## config.mk

```make
export PLATFORM = sky130hd
export DESIGN_NAME = alu_issue_ctrl
export DESIGN_NICKNAME = d
export VERILOG_FILES = /design/src/rtl/alu_issue_ctrl.sv
export SDC_FILE = /design/constraint.sdc
export NUM_CORES = 1
export LEC_CHECK = 0
export BUFFER_PORTS_ARGS = -buffer_cell sky130_fd_sc_hd__buf_2
export CAP_MARGIN = 20
export CORE_ASPECT_RATIO = 0.6
export CORE_MARGIN = 2
export CORE_UTILIZATION = 43
export CTS_BUF_LIST = sky130_fd_sc_hd__clkbuf_8 sky130_fd_sc_hd__clkbuf_16
export DETAILED_ROUTE_END_ITERATION = 10
export PLACE_DENSITY = 0.77
export SYNTH_ARGS = -nofsm -noshare
export SYNTH_HDL_FRONTEND = slang
export SYNTH_SLANG_ARGS = --single-unit
export TNS_END_PERCENT = 30
```

## constraint.sdc

```tcl
create_clock -name clk -period 1.8 [get_ports clk]
set_clock_uncertainty 0.1 [all_clocks]
set_input_delay 0.36 -clock clk [delete_from_list [all_inputs] [get_ports clk]]
set_output_delay 0.36 -clock clk [all_outputs]
set_load 0.005 [all_outputs]
```

## src/rtl/alu_issue_ctrl.sv

```systemverilog
// Issue/retire controller around a combinational RV32I ALU: decodes micro-ops into
// ALU control and operands (S1), captures result and flags (S2), and resolves branches.
module alu_issue_ctrl #(
  parameter int XLEN  = 32,
  parameter int CNT_W = 16
) (
  input  logic             clk,
  input  logic             rst_n,
  input  logic             in_valid,
  output logic             in_ready,
  input  logic [6:0]       in_opcode,
  input  logic [2:0]       in_funct3,
  input  logic             in_funct7b5,
  input  logic [XLEN-1:0]  in_rs1_val,
  input  logic [XLEN-1:0]  in_rs2_val,
  input  logic [XLEN-1:0]  in_imm,
  output logic [3:0]       ALU_control,
  output logic [XLEN-1:0]  alu_I1,
  output logic [XLEN-1:0]  alu_I2,
  input  logic [XLEN-1:0]  alu_out,
  input  logic             alu_N,
  input  logic             alu_Z,
  input  logic             alu_C,
  input  logic             alu_V,
  output logic             out_valid,
  input  logic             out_ready,
  output logic [XLEN-1:0]  out_result,
  output logic             out_is_branch,
  output logic             out_taken,
  output logic             out_illegal,
  output logic [CNT_W-1:0] retired_cnt
);

  localparam logic [3:0] ALU_AND  = 4'b0000;
  localparam logic [3:0] ALU_OR   = 4'b0001;
  localparam logic [3:0] ALU_XOR  = 4'b0010;
  localparam logic [3:0] ALU_ADD  = 4'b0011;
  localparam logic [3:0] ALU_SUB  = 4'b0100;
  localparam logic [3:0] ALU_SRL  = 4'b0101;
  localparam logic [3:0] ALU_SLL  = 4'b0110;
  localparam logic [3:0] ALU_LTU  = 4'b1010;
  localparam logic [3:0] ALU_EQ   = 4'b1011;
  localparam logic [3:0] ALU_IDLE = 4'b1111;

  localparam logic [6:0] OP_R = 7'b0110011;
  localparam logic [6:0] OP_I = 7'b0010011;
  localparam logic [6:0] OP_B = 7'b1100011;

  typedef enum logic [1:0] {SEL_ALU, SEL_SLT, SEL_ZERO} sel_e;
  typedef enum logic [1:0] {BR_EQ, BR_LT, BR_LTU} brk_e;

  // S1 state
  logic            s1_valid_q;
  logic [3:0]      s1_ctrl_q,  s1_ctrl_d;
  logic [XLEN-1:0] s1_i1_q,    s1_i1_d;
  logic [XLEN-1:0] s1_i2_q,    s1_i2_d;
  sel_e            s1_sel_q,   s1_sel_d;
  logic            s1_br_q,    s1_br_d;
  brk_e            s1_brk_q,   s1_brk_d;
  logic            s1_inv_q,   s1_inv_d;
  logic            s1_ill_q,   s1_ill_d;

  // S2 state
  logic             s2_valid_q;
  logic [XLEN-1:0]  s2_res_q,  s2_res_d;
  logic             s2_br_q;
  logic             s2_tk_q,   s2_tk_d;
  logic             s2_ill_q;
  logic [CNT_W-1:0] cnt_q;

  logic s1_load, s2_load, s2_drain;
  logic is_r, dec_ill;
  logic [XLEN-1:0] opnd_b, shamt;

  assign in_ready = !s1_valid_q || !s2_valid_q || out_ready;
  assign s1_load  = in_valid && in_ready;
  assign s2_load  = s1_valid_q && (!s2_valid_q || out_ready);
  assign s2_drain = s2_valid_q && out_ready;

  assign is_r   = (in_opcode == OP_R);
  assign opnd_b = is_r ? in_rs2_val : in_imm;
  assign shamt  = is_r ? in_rs2_val : {{(XLEN-5){1'b0}}, in_imm[4:0]};

  always_comb begin
    s1_ctrl_d = ALU_IDLE;
    s1_i1_d   = in_rs1_val;
    s1_i2_d   = opnd_b;
    s1_sel_d  = SEL_ALU;
    s1_br_d   = 1'b0;
    s1_brk_d  = BR_EQ;
    s1_inv_d  = 1'b0;
    dec_ill   = 1'b0;
    case (in_opcode)
      OP_R, OP_I: begin
        case (in_funct3)
          3'b000: s1_ctrl_d = (is_r && in_funct7b5) ? ALU_SUB : ALU_ADD;
          3'b001: begin
            s1_ctrl_d = ALU_SLL;
            s1_i2_d   = shamt;
          end
          3'b010: begin
            s1_ctrl_d = ALU_SUB;
            s1_sel_d  = SEL_SLT;
          end
          3'b011: s1_ctrl_d = ALU_LTU;
          3'b100: s1_ctrl_d = ALU_XOR;
          3'b101: begin
            // Arithmetic right shift has no ALU support.
            dec_ill   = in_funct7b5;
            s1_ctrl_d = ALU_SRL;
            s1_i2_d   = shamt;
          end
          3'b110: s1_ctrl_d = ALU_OR;
          default: s1_ctrl_d = ALU_AND;
        endcase
      end
      OP_B: begin
        s1_i2_d  = in_rs2_val;
        s1_sel_d = SEL_ZERO;
        s1_br_d  = 1'b1;
        s1_inv_d = in_funct3[0];
        case (in_funct3[2:1])
          2'b00: begin
            s1_ctrl_d = ALU_EQ;
            s1_brk_d  = BR_EQ;
          end
          2'b10: begin
            s1_ctrl_d = ALU_SUB;
            s1_brk_d  = BR_LT;
          end
          2'b11: begin
            s1_ctrl_d = ALU_LTU;
            s1_brk_d  = BR_LTU;
          end
          default: dec_ill = 1'b1;
        endcase
      end
      default: dec_ill = 1'b1;
    endcase
    s1_ill_d = dec_ill;
    if (dec_ill) begin
      s1_ctrl_d = ALU_IDLE;
      s1_i1_d   = '0;
      s1_i2_d   = '0;
      s1_sel_d  = SEL_ZERO;
      s1_br_d   = 1'b0;
      s1_inv_d  = 1'b0;
    end
  end

  // An emptied S1 parks the ALU on IDLE with zero operands.
  always_ff @(posedge clk or negedge rst_n) begin
    if (!rst_n) begin
      s1_valid_q <= 1'b0;
      s1_ctrl_q  <= ALU_IDLE;
      s1_i1_q    <= '0;
      s1_i2_q    <= '0;
      s1_sel_q   <= SEL_ZERO;
      s1_br_q    <= 1'b0;
      s1_brk_q   <= BR_EQ;
      s1_inv_q   <= 1'b0;
      s1_ill_q   <= 1'b0;
    end else if (s1_load) begin
      s1_valid_q <= 1'b1;
      s1_ctrl_q  <= s1_ctrl_d;
      s1_i1_q    <= s1_i1_d;
      s1_i2_q    <= s1_i2_d;
      s1_sel_q   <= s1_sel_d;
      s1_br_q    <= s1_br_d;
      s1_brk_q   <= s1_brk_d;
      s1_inv_q   <= s1_inv_d;
      s1_ill_q   <= s1_ill_d;
    end else if (s2_load) begin
      s1_valid_q <= 1'b0;
      s1_ctrl_q  <= ALU_IDLE;
      s1_i1_q    <= '0;
      s1_i2_q    <= '0;
      s1_sel_q   <= SEL_ZERO;
      s1_br_q    <= 1'b0;
      s1_brk_q   <= BR_EQ;
      s1_inv_q   <= 1'b0;
      s1_ill_q   <= 1'b0;
    end
  end

  assign ALU_control = s1_ctrl_q;
  assign alu_I1      = s1_i1_q;
  assign alu_I2      = s1_i2_q;

  logic signed_lt;
  assign signed_lt = alu_N ^ alu_V;

  always_comb begin
    case (s1_sel_q)
      SEL_ALU: s2_res_d = alu_out;
      SEL_SLT: s2_res_d = {{(XLEN-1){1'b0}}, signed_lt};
      default: s2_res_d = '0;
    endcase
    s2_tk_d = 1'b0;
    if (s1_br_q) begin
      case (s1_brk_q)
        BR_LT:   s2_tk_d = signed_lt ^ s1_inv_q;
        default: s2_tk_d = alu_out[0] ^ s1_inv_q;
      endcase
    end
  end

  always_ff @(posedge clk or negedge rst_n) begin
    if (!rst_n) begin
      s2_valid_q <= 1'b0;
      s2_res_q   <= '0;
      s2_br_q    <= 1'b0;
      s2_tk_q    <= 1'b0;
      s2_ill_q   <= 1'b0;
    end else if (s2_load) begin
      s2_valid_q <= 1'b1;
      s2_res_q   <= s2_res_d;
      s2_br_q    <= s1_br_q;
      s2_tk_q    <= s2_tk_d;
      s2_ill_q   <= s1_ill_q;
    end else if (s2_drain) begin
      s2_valid_q <= 1'b0;
      s2_res_q   <= '0;
      s2_br_q    <= 1'b0;
      s2_tk_q    <= 1'b0;
      s2_ill_q   <= 1'b0;
    end
  end

  always_ff @(posedge clk or negedge rst_n) begin
    if (!rst_n) begin
      cnt_q <= '0;
    end else if (s2_drain && (cnt_q != {CNT_W{1'b1}})) begin
      cnt_q <= cnt_q + 1'b1;
    end
  end

  assign out_valid     = s2_valid_q;
  assign out_result    = s2_res_q;
  assign out_is_branch = s2_br_q;
  assign out_taken     = s2_tk_q;
  assign out_illegal   = s2_ill_q;
  assign retired_cnt   = cnt_q;

  // Z and C are not needed for any supported compare.
  logic unused_flags;
  assign unused_flags = alu_Z ^ alu_C;

endmodule

```

* Word level (Yosys, flattened, before mapping) *
Cells that the tools add are included.

storage, ports and cells
  bits in registers = 128
  input bits = 147
  output and inout port bits = 121
  word-level logic and storage cells = 98

operators by class
  add/sub/neg operators = 1
  eq/ne operators = 14
  multiplexer cells = 47
  bitwise logic cells = 3
  reductions and logical operators = 18

operator list
  operator               count
  $mux 32                10
  $pmux 32 s2            2
  $pmux 4 s7             1
  $mux 1                 19
  $add 16x1->16 const B  1
  $ne 16x16->1 const B   1
  $mux 2                 6
  $mux 4                 3
  $pmux 4 s3             1
  $eq 3x3->1 const B     3
  $pmux 2 s2             2
  $pmux 4 s2             1
  $eq 7x5->1 const B     1
  $eq 7x6->1 const B     1
  $eq 7x7->1 const B     1
  $eq 3x2->1 const B     2
  $logic_and 1x1->1      5
  $eq 2x1->1 const B     2
  $eq 2x2->1 const B     2
  $logic_not 2->1        2
  $reduce_bool 2->1      2
  $reduce_or 2->1        2
  $eq 3x1->1 const B     1
  $logic_not 3->1        1
  6 further kinds        11

* Logic depth before layout (Yosys ltp) *
Gate-level depths: netlist (run 1).

  depth in word-level cells = 7
  gate-level depth with buffers = 7
  gate-level depth less buffers = 6

* Worst setup path before layout (run 1) *
Ideal clock, no wire load.

  path type = in2reg
  from = input in_funct3[2]
  to = register s1_i2_q[11] (netlist: alu_I2[11])
  library setup time = 126 ps
  arrival = 1711 ps
  required time = 1574 ps
  slack = -137 ps
  cell stages on the path = 7
  path buffers = 1
  cells stage by stage = inv_1 -> ha_1 -> and4bb_1 -> a21oi_2 -> buf_4 -> a2111oi_0 -> a221o_1

on the way
  longest elaborated chain between the ends = 6

ends and longest elaborated chain
  element                                                       line     text
  start: declaration                                            12       input logic [2:0] in_funct3,
  $eq 3x3->1, or another cell as far along                      95       case (in_funct3)
  $reduce_or 2->1 (no line) or $reduce_or 3->1 (tied branches)  n/a
  $mux 32 or $mux 1 (tied branches)                             95, 122
  $pmux 32 s2 or $pmux 1 s2 (tied branches)                     93       case (in_opcode)
  $mux 32 (*)                                                   141      if (dec_ill) begin
  $mux 32 (*)                                                   163      end else if (s1_load) begin
  end signal: assignment                                        167      s1_i2_q <= s1_i2_d;
  end: declaration                                              56       logic [XLEN-1:0] s1_i2_q, s1_i2_d;

Mark *: on every way between the ends. The rest lies on a longest branch, timed or not.
A chain may end at the register's enable or synchronous reset.

* Final worst setup path (run 1) *
  from = register cnt_q[6] (netlist: retired_cnt[6])
  to = register cnt_q[1] (netlist: retired_cnt[1])

on the way
  longest elaborated chain between the ends = 2

ends and longest elaborated chain
  element                   line  text
  start: declaration        69    logic [CNT_W-1:0] cnt_q;
  start signal: assignment  234   cnt_q <= cnt_q + 1'b1;
  $ne 16x16->1              233   end else if (s2_drain && (cnt_q != {CNT_W{1'b1}})) begin
  $logic_and 1x1->1         233

Every way passes these cells.

==> results.txt, run 1 <==
Static timing analysis puts the maximum clock frequency at 583.4 MHz. Traced cell by cell, the critical path runs through and4_1, and3_1, a21oi_1, mux2_2. The clock period minus worst slack is 1.714 ns. For the maximum number of buffers from clock root to sink, the log shows 2. At the worst endpoint, the required time is 1.98 ns. Counting tap cells, the placed design contains a total of 951 instances. The first-pass detailed-route iteration total came out at 5. The run gives 14,820 µm² as the area of the die. After detailed placement, the total cell area comes to 7864 µm².

Summed over all nets, the half-perimeter wirelength after detailed placement is 12,250 µm. The logs give 4.495 nW for the static leakage and 0 for the remaining global-route overflow. The reg-to-reg startpoint was retired_cnt[6]$_DFFE_PN0P_. For this configuration, the core starts out at a cell density of 43.80%. After synthesis, flip-flops and latches occupy 53.94% of the total area.

Setup violations remaining at the end of the flow were counted as 0. The predominant post-synthesis flop cell is sky130_fd_sc_hd__dfrtp_1. With fillers left out, the area of the finished cells amounts to 8481 µm². In the synthesized netlist, the cells that appear most often are sky130_fd_sc_hd__dfrtp_1, sky130_fd_sc_hd__a22o_1, sky130_fd_sc_hd__nand2_1. After clock tree synthesis, the clock-pin slew on the worst setup and hold paths is 0.06 ns. Number of inserted filler cells in the final layout: 1,090. Net switching is 25.42% of the power. 0 antenna diodes ended up in the layout. The internal portion of the total power is 0.005482 W. The met3 layer wire length in the routed design was 1224 µm. Summed over all nets, wire length on met2 after detailed routing comes to 8054 µm.

The area growth from synthesis to layout is 42.54%. The tools report the register area as 3211 µm². The share of total power in sequential cells is 41.6%, and the area share of the largest cell type after synthesis is 51.74%. The tools report the power share of the combinational group as 12.7%. Setup repair after global routing left no endpoint under its margin. The net total in the final layout is 953. The logs give 62.43% for the final design utilization and 5,303 for the via count of the first global-routing pass. The mean number of vias per cell was 5.477.

The weighted congestion reported at the end of routability-driven placement is 0.8212, and the wire length of the first global-routing pass is 26,190 µm. The end of the worst hold path is alu_I1[8]$_DFFE_PN0P_. The die is 95.11 µm tall. The insertion delay to the later sink of the worst-skew pair is 0.41 ns, and the peak ir drop on the vdd network is 0.5509 mV. At the pin with the least slew margin, the transition time is 0.4653 ns. For the worst flop-to-flop path, the logic depth is 4.

The worst min-delay path class is in -> reg. The worst path uses 95.23% of the clock period. In this run the power density over the cells is 866.7 nW/µm². Post-layout instance count excluding filler cells: 987. In this run the most critical hold path is launched from in_rs1_val[8]. TritonCTS built the clock tree.

Dominant cell by count in the synthesized netlist: sky130_fd_sc_hd__dfrtp_1. In this run the worst path has a maximum fanout of 5. The routed metal-1 wire length came out at 7560 µm. Pin placement for this block handled 268 I/O pins. Final count of pins violating max slew: 0. Sorting the synthesized cells by area gives the leading types as sky130_fd_sc_hd__dfrtp_1, sky130_fd_sc_hd__a22o_1, sky130_fd_sc_hd__a2111oi_2, sky130_fd_sc_hd__a221o_1, sky130_fd_sc_hd__nand2_1.

For flop-to-flop paths, the worst setup slack is 0.09 ns. Counting instances, the worst hold path has a depth of 2. Max-cap violations in this run came to 0. The multi-input combinational cells in the finished layout cover a total of 2566 µm². After synthesis, the share of flip-flops with an asynchronous set or reset is 100.0%.

Nature of the critical path endpoint: a flip-flop. The final-report hold violation count is 0, and the largest incremental delay on the critical path is 0.42 ns. The flip-flop and latch count after synthesis was 128; the number of remaining DRC errors was 0. Data on the critical path arrives at its endpoint at 1.89 ns. The run gives 5,406 as the vias after detailed routing. The average cell area after synthesis was 11.90 µm². In this run, synthesis inferred 0 flip-flops with an integrated enable. The netlist area before placement was 5949 µm²; the width of the chip was 155.9 µm. After synthesis, the netlist uses 57 different library cells. Among all stages on the critical path, the largest delay is contributed by sky130_fd_sc_hd__dfrtp_1.

Wires add up to 17,030 µm. The run finished with clean final reports. The number of design-rule violations left by the first detailed-router iteration is 349, and the initial antenna violation count is 1.

Buffers placed on the I/O ports in this run total 265. The post-synthesis cell count is 500, and the area of the core region is 13,580 µm². The routed length per placed instance was 17.26 µm. The net switching power figure is 0.001868 W. The worst setup path is of the reg -> reg kind.

The cell sitting at the root of the clock tree is a sky130_fd_sc_hd__clkbuf_16. Global routing consumed, over all layers together, 22.30% of the routing resources. The floorplan has 33 rows. The Yosys step of the flow raised 0 warnings. The library cell occupying the most area in the post-synthesis netlist was sky130_fd_sc_hd__dfrtp_1. The number of nets produced by synthesis came out at 654.

In this run the critical register-to-register path is captured at retired_cnt[1]$_DFFE_PN0P_. The tools report the count of clock tree sinks as 128. Entering global routing, the biggest net connects 70 pins.

Clock tree synthesis inserted a total of 17 buffers. The startpoint type of the worst setup path is a flip-flop. In this run the tightest slew margin relative to its limit is 68.18%.

The H-tree was split into 4 levels. The count of nets left with antenna violations once routing finished came out at 0. The fraction of final layout cells sized beyond drive strength 1 came out at 47.91%. In this run the top signal layer used is met5. The run gives 45.7% as the power share of the clock group.
## final cells by class
class / instances / share of cell area, %
Timing Repair Buffer: 319 / 22.25
Multi-Input combinational cell: 330 / 30.26
Sequential cell: 128 / 37.86
Tap cell: 175 / 2.582
Clock buffer: 18 / 5.179
Inverter: 3 / 0.1770
Clock inverter: 14 / 1.697
## kinds of logic (layout without fill, tap and decap cells)
logic type | after synthesis | after routing | synth area share (%)
adders and majority gates | 7 | 7 | 1.472
buffers and inverters | 42 | 354 | 3.533
and+or+nand+nor | 132 | 132 | 11.63
xor gates and xnor gates | 15 | 15 | 2.208
AOI/OAI and AO/OA | 167 | 167 | 25.68
muxes | 9 | 9 | 1.535
DFF | 128 | 128 | 53.94
## power by group through the flow
stage                     clock (W)  sequential (W)  combinational (W)
after floorplan                   0         0.00313           0.000343
after global placement            0         0.00310           0.000886
after detailed placement          0         0.00311           0.000923
after CTS                   0.00344         0.00306           0.000933
after global routing        0.00357         0.00307            0.00103
final                       0.00336         0.00305           0.000934
## layout by cell type, fill, tap and decap left out, types with 6 or more instances in the layout
master,instances
sky130_fd_sc_hd__clkbuf_16,17
sky130_fd_sc_hd__ha_1,6
sky130_fd_sc_hd__o21ai_0,10
sky130_fd_sc_hd__nand4_1,7
sky130_fd_sc_hd__nand3_1,8
sky130_fd_sc_hd__nor2_1,35
sky130_fd_sc_hd__xor2_1,9
sky130_fd_sc_hd__dfrtp_1,122
sky130_fd_sc_hd__mux2i_1,8
sky130_fd_sc_hd__a2111oi_2,19
sky130_fd_sc_hd__buf_12,12
sky130_fd_sc_hd__buf_2,264
sky130_fd_sc_hd__xnor2_1,6
sky130_fd_sc_hd__a2111oi_0,8
sky130_fd_sc_hd__a221o_1,27
sky130_fd_sc_hd__buf_4,42
sky130_fd_sc_hd__nand2_1,44
sky130_fd_sc_hd__a22o_1,66
## worst max-delay path by stage
| stage | from | end | slack (ns) | cells past startpoint |
|---|---|---|---|---|
| 2_1_floorplan | in_funct3[2] | alu_I2[11]$_DFFE_PN0P_ | 0.003 | 7 |
| 3_3_place_gp | in_funct3[2] | alu_I2[31]$_DFFE_PN0P_ | -0.15 | 8 |
| 3_5_place_dp | in_opcode[2] | alu_I2[8]$_DFFE_PN0P_ | -0.25 | 6 |
| 4_1_cts | out_valid$_DFFE_PN0P_ | in_ready | 0.007 | 3 |
| 5_1_grt | retired_cnt[6]$_DFFE_PN0P_ | retired_cnt[7]$_DFFE_PN0P_ | 0.01 | 5 |
| 6_report | retired_cnt[6]$_DFFE_PN0P_ | retired_cnt[1]$_DFFE_PN0P_ | 0.09 | 4 |
## state kept, by name, summed over array words and instances, names as in the netlist
name           count
s1_ill_q           1
s1_br_q            1
ALU_control        4
out_illegal        1
retired_cnt       16
out_taken          1
s1_brk_q           2
s1_inv_q           1
alu_I2            32
out_is_branch      1
s1_valid_q         1
alu_I1            32
out_valid          1
out_result        32
s1_sel_q           2
## critical path: cells and delay by family, from the launching register on
family          cells  cell delay [ns]
flops               1             0.42
simple gates        2             0.48
mux                 1             0.36
compound gates      1             0.24
## per-stage QoR
stage          TNS, ns  setup WS [ns]  hold WS [ns]  power, W
2_1_floorplan        0       0.003099      -0.03559  0.003474
3_3_place_gp    -5.546        -0.1523        0.2870  0.003986
3_5_place_dp    -9.872        -0.2518        0.3075  0.004032
4_1_cts              0       0.007023       0.04482  0.007429
5_1_grt              0        0.01081       0.05104  0.007663
6_report             0        0.08590       0.06657  0.007350
## layer usage
layer	GRT usage, %	vias up
li1	-	2543
met1	29.70	2615
met2	35.84	229
met3	5.864	17
met4	7.492	2
met5	0	-
## what timing repair did
action                                  CTS  global route
buffers inserted                          0             3
pin swaps                                 0             0
gates resized for setup                   1             0
hold buffers                              1             0
endpoints found under the setup margin    1             1
hold endpoints to repair                123             0
Power figures use the tool's default switching activity.
==> inputs of run 2 (changes only) <==
ABC_AREA = 1   (was default)
CAP_MARGIN = 30   (was 20)
CORE_UTILIZATION = 44   (was 43)
==> run 2 against run 1 <==
Net effect: via count increased by 16%; sequential power grew 2%; routed wire length rose by 11%; combinational power grew 12%; synthesized area is 6.6% higher; cell count increased by 27%; register-to-register slack better by 0.02 ns; sequential share of layout area is 1.5 points lower; critical path depth is 4 higher; largest power group unchanged.
==> results.txt, run 2 <==
The power share of the clock group was 48.3% (was 45.7%); the slew of the pin with the lowest slew margin was 0.5145 ns (was 0.4653 ns). The worst min-delay path class is in -> reg (unchanged). Setup repair after global routing could not meet its margin everywhere. Pin count of the biggest net entering global routing: 46 (was 70). Clock period minus worst slack: 1.690 ns (was 1.714 ns).

The flow ran to the end, and the final reports show no timing, DRC or antenna violations. The number of enable-type register cells in the synthesized netlist was 0 (unchanged). The reg-to-reg startpoint is retired_cnt[0]$_DFFE_PN0P_ (was retired_cnt[6]$_DFFE_PN0P_).

The count of input and output buffers works out to 265 (unchanged). Net switching power figure: 0.002108 W (was 0.001868 W). The post-synthesis cell count was 756 (was 500); the placed cell area was 8040 µm² (was 7864 µm²). The predominant post-synthesis flop cell was sky130_fd_sc_hd__dfrtp_1 (unchanged). The I/O pin total was 268 (unchanged). The peak ir drop on the vdd network was 0.5421 mV (was 0.5509 mV). The fraction of final layout cells sized beyond drive strength 1 is 35.76% (was 47.91%).

The beginning of the critical path was retired_cnt[0]$_DFFE_PN0P_ (was retired_cnt[6]$_DFFE_PN0P_). The number of design-rule violations left by the first detailed-router iteration was 397 (was 349). For the net total in the final layout, the log shows 1,198 (was 953). The width of the chip came out at 159.0 µm (was 155.9 µm). The logs give 38.7% (was 41.6%) for the share of total power in sequential cells and 0 (unchanged) for the number of remaining DRC errors. The logs give 128 (unchanged) for the count of clock tree sinks and 24.14% (was 22.30%) for the global routing usage summed across all routing layers.

The starting density of the core was 45.73% (was 43.80%). Most frequent cells in the layout: sky130_fd_sc_hd__buf_2, sky130_fd_sc_hd__nand2_1, sky130_fd_sc_hd__dfrtp_1, sky130_fd_sc_hd__o21ai_0, sky130_fd_sc_hd__nand3_1 (was sky130_fd_sc_hd__buf_2, sky130_fd_sc_hd__dfrtp_1, sky130_fd_sc_hd__a22o_1, sky130_fd_sc_hd__nand2_1, sky130_fd_sc_hd__buf_4). The logs give 13,600 µm (was 12,250 µm) for the detailed placer's ending HPWL and 6,278 (was 5,406) for the vias after detailed routing.

The pre-CTS worst setup slack came out at 0.04795 ns (was -0.2518 ns). TritonCTS built the clock tree. The run gives 1.99 ns (was 1.98 ns) as the required time of the critical path.

For the setup slack of the critical path after layout, the log shows 0.1097 ns (was 0.08590 ns). Commonest cells in the synthesized netlist: sky130_fd_sc_hd__nand2_1, sky130_fd_sc_hd__dfrtp_1, sky130_fd_sc_hd__o21ai_0 (was sky130_fd_sc_hd__dfrtp_1, sky130_fd_sc_hd__a22o_1, sky130_fd_sc_hd__nand2_1). The tools report the nature of the critical path endpoint as a flip-flop (unchanged).

The endpoint of the worst-slack reg-to-reg timing path was retired_cnt[7]$_DFFE_PN0P_ (was retired_cnt[1]$_DFFE_PN0P_). The internal power of the cells is 0.005959 W (was 0.005482 W), and the netlist area before placement is 6344 µm² (was 5949 µm²). The power share of the combinational group was 13.0% (was 12.7%); the number of H-tree branching levels was 4 (unchanged).

The routed length per placed instance is 15.09 µm (was 17.26 µm), and the area of the core region is 13,870 µm² (was 13,580 µm²). The destination of the critical timing path is retired_cnt[7]$_DFFE_PN0P_ (was retired_cnt[1]$_DFFE_PN0P_). The share of flip-flops with an asynchronous set or reset is 100.0% (unchanged).

The mean number of vias per cell works out to 5.026 (was 5.477). The flip-flop and latch count after synthesis works out to 128 (unchanged). The run gives 1.88 ns (was 1.89 ns) as the data arrival time of the worst path. The post-placement cell count is 1,209 (was 951), and the floorplan row count is 33 (unchanged). The area growth from synthesis to final layout was 39.31% (was 42.54%). Top routing layer in use: met4 (was met5). The top fanout value on the critical path works out to 8 (was 5). The logs give 0 (unchanged) for the final setup violation count and 17 (unchanged) for the number of CTS-inserted buffers. The standard cell with the maximum stage delay on the critical path was sky130_fd_sc_hd__dfrtp_1 (unchanged). The average cell area after synthesis was 8.391 µm² (was 11.90 µm²). The tools report the startpoint type of the worst setup path as a flip-flop (unchanged).

The largest incremental delay on the critical path is 0.35 ns (was 0.42 ns), and the number of distinct standard cells referenced by the synthesized netlist is 38 (was 57). The residual antenna-violating net count after detailed routing is 0 (unchanged), and the worst slew margin relative to its limit is 65.47% (was 68.18%). The first-pass detailed-route iteration total came out at 5 (unchanged). The logs give 8393 µm (was 8054 µm) for the routed length on met2 and 0.008067 W (was 0.007350 W) for the power after layout.

The power per cell area was 912.8 nW/µm² (was 866.7 nW/µm²). The run gives 0 (unchanged) as the number of warnings printed during yosys synthesis. The clock root buffer is sky130_fd_sc_hd__clkbuf_16 (unchanged). The wire length of the first global-routing pass is 29,920 µm (was 26,190 µm). The commonest non-fill, non-tap cell in the layout was sky130_fd_sc_hd__buf_2 (unchanged). For the total wire length, the log shows 18,850 µm (was 17,030 µm). Insertion delay to the later sink of the worst-skew pair: 0.41 ns (about the same). Switching power share of the total: 26.13% (was 25.42%). For the final design utilization, the log shows 63.70% (was 62.43%). Via count of the first global-routing pass: 6,023 (was 5,303). The number of nets produced by synthesis was 910 (was 654).

For the final-report hold violation count, the log shows 0 (unchanged). Critical setup path kind: reg -> reg (unchanged). The dominant cell by count in the synthesized netlist is sky130_fd_sc_hd__nand2_1 (was sky130_fd_sc_hd__dfrtp_1).

The post-layout instance count excluding filler cells was 1,249 (was 987); the initial antenna violation count was 0 (was 1). The summed area of non-filler cells in the final layout is 8837 µm² (was 8481 µm²). For the number of inserted filler cells in the final layout, the log shows 1,200 (was 1,090).

The static leakage was 4.852 nW (was 4.495 nW). The run gives 0 (unchanged) as the final count of pins violating max slew. The tools report the post-synthesis sequential area ratio as 50.59% (was 53.94%). The overall die height came out at 97.01 µm (was 95.11 µm). Ranking of synthesized cells by area: sky130_fd_sc_hd__dfrtp_1, sky130_fd_sc_hd__nand2_1, sky130_fd_sc_hd__o21ai_0, sky130_fd_sc_hd__a22o_1, sky130_fd_sc_hd__nand3_1 (was sky130_fd_sc_hd__dfrtp_1, sky130_fd_sc_hd__a22o_1, sky130_fd_sc_hd__a2111oi_2, sky130_fd_sc_hd__a221o_1, sky130_fd_sc_hd__nand2_1). Critical path cell sequence: ha_2, nand3_2, nor3_4, nand2_1, nand2_2, nand2_4, nand3b_1, nand2_1 (was and4_1, and3_1, a21oi_1, mux2_2).

The cell depth of the worst flop-to-flop path works out to 8 (was 4). The library cell occupying the most area in the post-synthesis netlist was sky130_fd_sc_hd__dfrtp_1 (unchanged). The area share of the largest cell type after synthesis is 48.52% (was 51.74%). The final clock period utilization by the worst path came out at 93.91% (was 95.23%). The tools report the internal reg-to-reg setup slack as 0.11 ns (was 0.09 ns).

The tools report the area of the die as 15,420 µm² (was 14,820 µm²). The run gives 2 (unchanged) as the maximum number of buffers from clock root to sink. For the weighted congestion reported at the end of routability-driven placement, the log shows 0.8835 (was 0.8212).

The remaining global-route overflow was 0 (unchanged); the highest achievable clock rate was 591.6 MHz (was 583.4 MHz). Antenna diode count: 0 (unchanged). The clock transition at the registers of the reported paths was 0.06 ns (about the same). The total of max-cap violations is 0 (unchanged). The cell repeated most along the worst path is sky130_fd_sc_hd__nand2_1. The routed metal-1 wire length was 8682 µm (was 7560 µm); the met3 layer wire length in the routed design was 1494 µm (was 1224 µm).
run 2: cell types whose count changed in the layout (fill, tap and decap cells not counted), moves of 19 or more:
cell	before	now
sky130_fd_sc_hd__nand2_1	44	256
sky130_fd_sc_hd__o21ai_0	10	102
sky130_fd_sc_hd__nand3_1	8	45
sky130_fd_sc_hd__a22o_1	66	32
sky130_fd_sc_hd__inv_1	5	37
sky130_fd_sc_hd__a221o_1	27	0
sky130_fd_sc_hd__a2111oi_2	19	0
run 2: critical path, delay by kind of cell, from the launching register on:
family / cells / cell delay (ns)
adder cells (fa/ha/maj): 1 / 0.20
flip-flops: 1 / 0.35
AND/OR/NAND/NOR: 7 / 0.91
run 2: cells by family after synthesis:
| family | Yosys count | synth area share, % |
|---|---|---|
| buf+inv | 85 | 6.193 |
| simple gates | 352 | 23.25 |
| fa+ha+maj | 7 | 1.381 |
| xor+xnor | 10 | 1.381 |
| flops | 128 | 50.59 |
| compound gates | 174 | 17.20 |
run 2: power groups by stage:
stage / Combinational, W / Clock (W) / Sequential (W)
3_5_place_dp: 0.00102 / 0 / 0.00317
3_3_place_gp: 0.00100 / 0 / 0.00317
5_1_grt: 0.00119 / 0.00412 / 0.00314
6_report: 0.00105 / 0.00390 / 0.00312
2_1_floorplan: 0.000462 / 0 / 0.00316
4_1_cts: 0.00103 / 0.00395 / 0.00312
run 2: area by class of cell:
cell class	count	area, µm²	area share (%)
timing repair buffer	312	1785	20.20
multi-input combinational	544	2775	31.40
tap	192	240.2	2.718
inverter	41	156.4	1.770
clock inverter	15	245.2	2.775
sequential	128	3209	36.32
clock buffer	17	425.4	4.814
run 2: how the worst min path moves through the flow:
stage	from	cells past startpoint	endpoint	slack (ns)
final	in_rs1_val[14]	2	alu_I1[14]$_DFFE_PN0P_	0.06
after global routing	in_rs1_val[21]	2	alu_I1[21]$_DFFE_PN0P_	0.04
after CTS	in_rs1_val[14]	2	alu_I1[14]$_DFFE_PN0P_	0.05
after detailed placement	rst_n	1	alu_I2[14]$_DFFE_PN0P_	0.21
after global placement	rst_n	1	alu_I2[14]$_DFFE_PN0P_	0.21
after floorplan	rst_n	0	alu_I1[0]$_DFFE_PN0P_	-0.04
run 2: what timing repair did:
action	in CTS	in global routing
gates resized for setup	0	10
setup endpoints to repair	0	18
hold buffers	1	0
setup buffers	0	4
endpoints found under the hold margin	34	0
run 2: routing by layer:
| layer | vias up | global-route usage, % |
|---|---|---|
| met3 | 28 | 8.105 |
| met1 | 2923 | 33.38 |
| li1 | 3099 | - |
| met4 | 0 | 6.364 |
| met5 | - | 0 |
| met2 | 228 | 36.52 |
run 2: per-stage QoR:
stage	hold WS, ns	setup TNS [ns]
3_3_place_gp	0.2101	0
2_1_floorplan	-0.03559	0
4_1_cts	0.04720	0
6_report	0.06040	0
3_5_place_dp	0.2120	0
5_1_grt	0.03997	-0.01248
==> inputs of run 3 (changes only) <==
CELL_PAD_IN_SITES_DETAIL_PLACEMENT = 1   (was default)
CELL_PAD_IN_SITES_GLOBAL_PLACEMENT = 1   (was default)
CORE_UTILIZATION = 31   (was 44)
PLACE_DENSITY = default   (was 0.77)
PLACE_DENSITY_LB_ADDON = 0.1   (was default)
==> run 3 against run 2 <==
Net effect: hold slack worse by 0.011 ns; largest cell class unchanged; die area is 40% higher; combinational power about the same; sequential power about the same; utilization is 20 points lower; largest power group unchanged.
==> results.txt, run 3 (synthesized netlist as in run 2, its figures left out) <==
Maximum number of buffers from clock root to sink: 2 (unchanged). Total wire length: 21,510 µm (was 18,850 µm). The tools report the nature of the critical path endpoint as a flip-flop (unchanged). For the power after layout, the log shows 0.007755 W (was 0.008067 W). The origin of the worst min-delay path is in_rs1_val[23] (was in_rs1_val[14]). For the antenna diode count, the log shows 0 (unchanged). The tools report the beginning of the critical path as retired_cnt[0]$_DFFE_PN0P_ (unchanged). The gate family responsible for the most delay along the worst path is simple AND/OR/NAND/NOR gates (unchanged). The final count of pins violating max slew came out at 0 (unchanged). The commonest non-fill, non-tap cell in the layout was sky130_fd_sc_hd__buf_2 (unchanged). The tools report the weighted congestion reported at the end of routability-driven placement as 0.7567 (was 0.8835). TritonCTS built the clock tree.

The wire length of the first global-routing pass is 34,870 µm (was 29,920 µm), and the area of the die is 21,660 µm² (was 15,420 µm²). The required time of the critical path was 2.00 ns (was 1.99 ns). The logs give 0.42 ns (was 0.41 ns) for the insertion delay to the later sink of the worst-skew pair and 268 (unchanged) for the I/O pin total. The width of the chip is 188.7 µm (was 159.0 µm).

The net switching power figure was 0.002095 W (was 0.002108 W). The post-placement cell count came out at 1,293 (was 1,209). Most frequent cells in the layout: sky130_fd_sc_hd__buf_2, sky130_fd_sc_hd__nand2_1, sky130_fd_sc_hd__dfrtp_1, sky130_fd_sc_hd__o21ai_0, sky130_fd_sc_hd__nand3_1 (unchanged).

The number of remaining DRC errors was 0 (unchanged). The count of buffer and inverter cells on the critical path was 0 (unchanged). The highest achievable clock rate was 598.1 MHz (was 591.6 MHz).

The starting density of the core was 31.69% (was 45.73%). The slew of the pin with the lowest slew margin was 0.4747 ns (was 0.5145 ns). The clock transition at the registers of the reported paths works out to 0.06 ns (about the same).

The overall die height came out at 114.8 µm (was 97.01 µm). Pre-CTS worst setup slack: 0.006558 ns (was 0.04795 ns). The tools report the final-report hold violation count as 0 (unchanged). Critical path cell sequence: ha_1, nand3_1, nor3_4, nand2_1, nand2_1, nand2_4, nand3b_1, nand2_1 (was ha_2, nand3_2, nor3_4, nand2_1, nand2_2, nand2_4, nand3b_1, nand2_1).

The setup slack of the critical path after layout came out at 0.1281 ns (was 0.1097 ns). The top fanout value on the critical path is 16 (was 8). The startpoint type of the worst setup path is a flip-flop (unchanged). The logs give 6,401 (was 6,023) for the via count of the first global-routing pass and 0.04987 ns (was 0.06040 ns) for the worst-case hold slack. Cell repeated most along the worst path: sky130_fd_sc_hd__nand2_1 (unchanged). The endpoint of the worst-slack reg-to-reg timing path was retired_cnt[10]$_DFFE_PN0P_ (was retired_cnt[7]$_DFFE_PN0P_). The vias after detailed routing is 6,201 (was 6,278).

Count of cells along the worst hold path: 2 (unchanged). The number of design-rule violations left by the first detailed-router iteration came out at 240 (was 397). Floorplan row count: 40 (was 33).

Global routing usage summed across all routing layers: 20.68% (was 24.14%). The end of the worst hold path is alu_I1[23]$_DFFE_PN0P_ (was alu_I1[14]$_DFFE_PN0P_). The tools report the data arrival time of the worst path as 1.87 ns (was 1.88 ns). Post-layout instance count excluding filler cells: 1,326 (was 1,249).

The run gives 46 (unchanged) as the pin count of the biggest net entering global routing. The clock root buffer is sky130_fd_sc_hd__clkbuf_16 (unchanged). The routed length per placed instance was 16.22 µm (was 15.09 µm); the static leakage was 4.808 nW (was 4.852 nW). For the placed cell area, the log shows 8202 µm² (was 8040 µm²). The worst slew margin relative to its limit was 68.35% (was 65.47%); the clock period minus worst slack was 1.672 ns (was 1.690 ns).

For the count of clock tree sinks, the log shows 128 (unchanged). The reg-to-reg startpoint is retired_cnt[0]$_DFFE_PN0P_ (unchanged). The count of input and output buffers was 265 (unchanged). For the first-pass detailed-route iteration total, the log shows 4 (was 5).

Internal reg-to-reg setup slack: 0.13 ns (was 0.11 ns). The number of inserted filler cells in the final layout is 2,491 (was 1,200). Setup repair after global routing could not meet its margin everywhere.

The number of H-tree branching levels is 4 (unchanged). For the summed area of non-filler cells in the final layout, the log shows 8835 µm² (was 8837 µm²). The largest incremental delay on the critical path is 0.35 ns (about the same), and the initial antenna violation count is 0 (unchanged). For the remaining global-route overflow, the log shows 0 (unchanged). The run gives 1,194 (was 1,198) as the net total in the final layout. The power per cell area was 877.7 nW/µm² (was 912.8 nW/µm²); the total of max-cap violations was 0 (unchanged). The tools report the peak ir drop on the vdd network as 0.6882 mV (was 0.5421 mV). Cell depth of the worst flop-to-flop path: 8 (unchanged). Area growth from synthesis to final layout: 39.27% (was 39.31%). The run finished with clean final reports.

Final setup violation count: 0 (unchanged). The standard cell with the maximum stage delay on the critical path is sky130_fd_sc_hd__dfrtp_1 (unchanged). The power share of the combinational group was 13.6% (was 13.0%); the mean number of vias per cell was 4.676 (was 5.026). The final clock period utilization by the worst path was 92.88% (was 93.91%); the detailed placer's ending HPWL was 15,720 µm (was 13,600 µm). The run gives 0.005659 W (was 0.005959 W) as the internal power of the cells. The run gives 40.1% (was 38.7%) as the share of total power in sequential cells.

The critical setup path kind is reg -> reg (unchanged). The worst min-delay path class was in -> reg (unchanged). The power share of the clock group is 46.3% (was 48.3%), and the switching power share of the total is 27.02% (was 26.13%). The number of CTS-inserted buffers was 17 (unchanged). The area of the core region is 20,020 µm² (was 13,870 µm²). The fraction of final layout cells sized beyond drive strength 1 was 35.14% (was 35.76%). The residual antenna-violating net count after detailed routing is 0 (unchanged).
-- run 3: changes by cell type in the layout (fill, tap and decap cells not counted), moves of 2 or more --
| cell | delta |
|---|---|
| sky130_fd_sc_hd__clkinvlp_4 | +2 |
| sky130_fd_sc_hd__nand2_2 | -2 |
| sky130_fd_sc_hd__clkbuf_16 | -2 |
| sky130_fd_sc_hd__bufinv_16 | -2 |
| sky130_fd_sc_hd__buf_12 | +3 |
| sky130_fd_sc_hd__clkinv_2 | +2 |
| sky130_fd_sc_hd__buf_4 | -5 |
| sky130_fd_sc_hd__inv_6 | -2 |
| sky130_fd_sc_hd__inv_8 | -3 |
| sky130_fd_sc_hd__nand2_1 | +2 |
| sky130_fd_sc_hd__inv_1 | +2 |
-- run 3: worst max-delay path by stage --
stage,end,slack (ns),cells after the start
after floorplan,retired_cnt[10]$_DFFE_PN0P_,0.15,9
after global placement,retired_cnt[10]$_DFFE_PN0P_,0.08,8
after detailed placement,alu_I2[8]$_DFFE_PN0P_,0.007,9
after CTS,retired_cnt[10]$_DFFE_PN0P_,0.04,8
after global routing,ALU_control[0]$_DFFE_PN1P_,-0.005,9
final,retired_cnt[10]$_DFFE_PN0P_,0.13,8
-- run 3: repair_timing --
item                       CTS  global route
resized for setup            0             5
hold buffers                 1             0
hold endpoints to repair    34             0
setup endpoints to repair    0            28
buffers inserted             0             0
-- run 3: metrics by stage --
step,util [%],TNS (ns)
after floorplan,-,0
after global placement,40.97,0
after detailed placement,40.97,0
after CTS,44.04,0
after global routing,44.13,-0.004900
final,44.13,0
-- run 3: power groups by stage --
| stage | sequential (W) | combinational [W] | clock (W) |
|---|---|---|---|
| after detailed placement | 0.00317 | 0.00107 | 0 |
| after CTS | 0.00311 | 0.00108 | 0.00371 |
| final | 0.00311 | 0.00106 | 0.00359 |
| after floorplan | 0.00316 | 0.000462 | 0 |
| after global placement | 0.00316 | 0.00105 | 0 |
| after global routing | 0.00314 | 0.00120 | 0.00382 |
-- run 3: per-layer routing --
layer  track usage (%)  part of all wire (%)  wire length, µm
met2             30.98                    43             9312
met3             7.723                   7.5             1615
met1             28.32                    48            10410
met5                 0                     0                0
met4             5.365                  0.78              167
-- run 3: layout make-up --
class | instances | area (µm²) | share of cell area [%]
sequential | 128 | 3211 | 36.34
clock buffer | 18 | 439.2 | 4.971
inverter | 41 | 153.9 | 1.742
timing repair buffer | 309 | 1769 | 20.03
tap | 273 | 341.6 | 3.866
multi-input combinational | 543 | 2754 | 31.17
clock inverter | 14 | 166.4 | 1.884
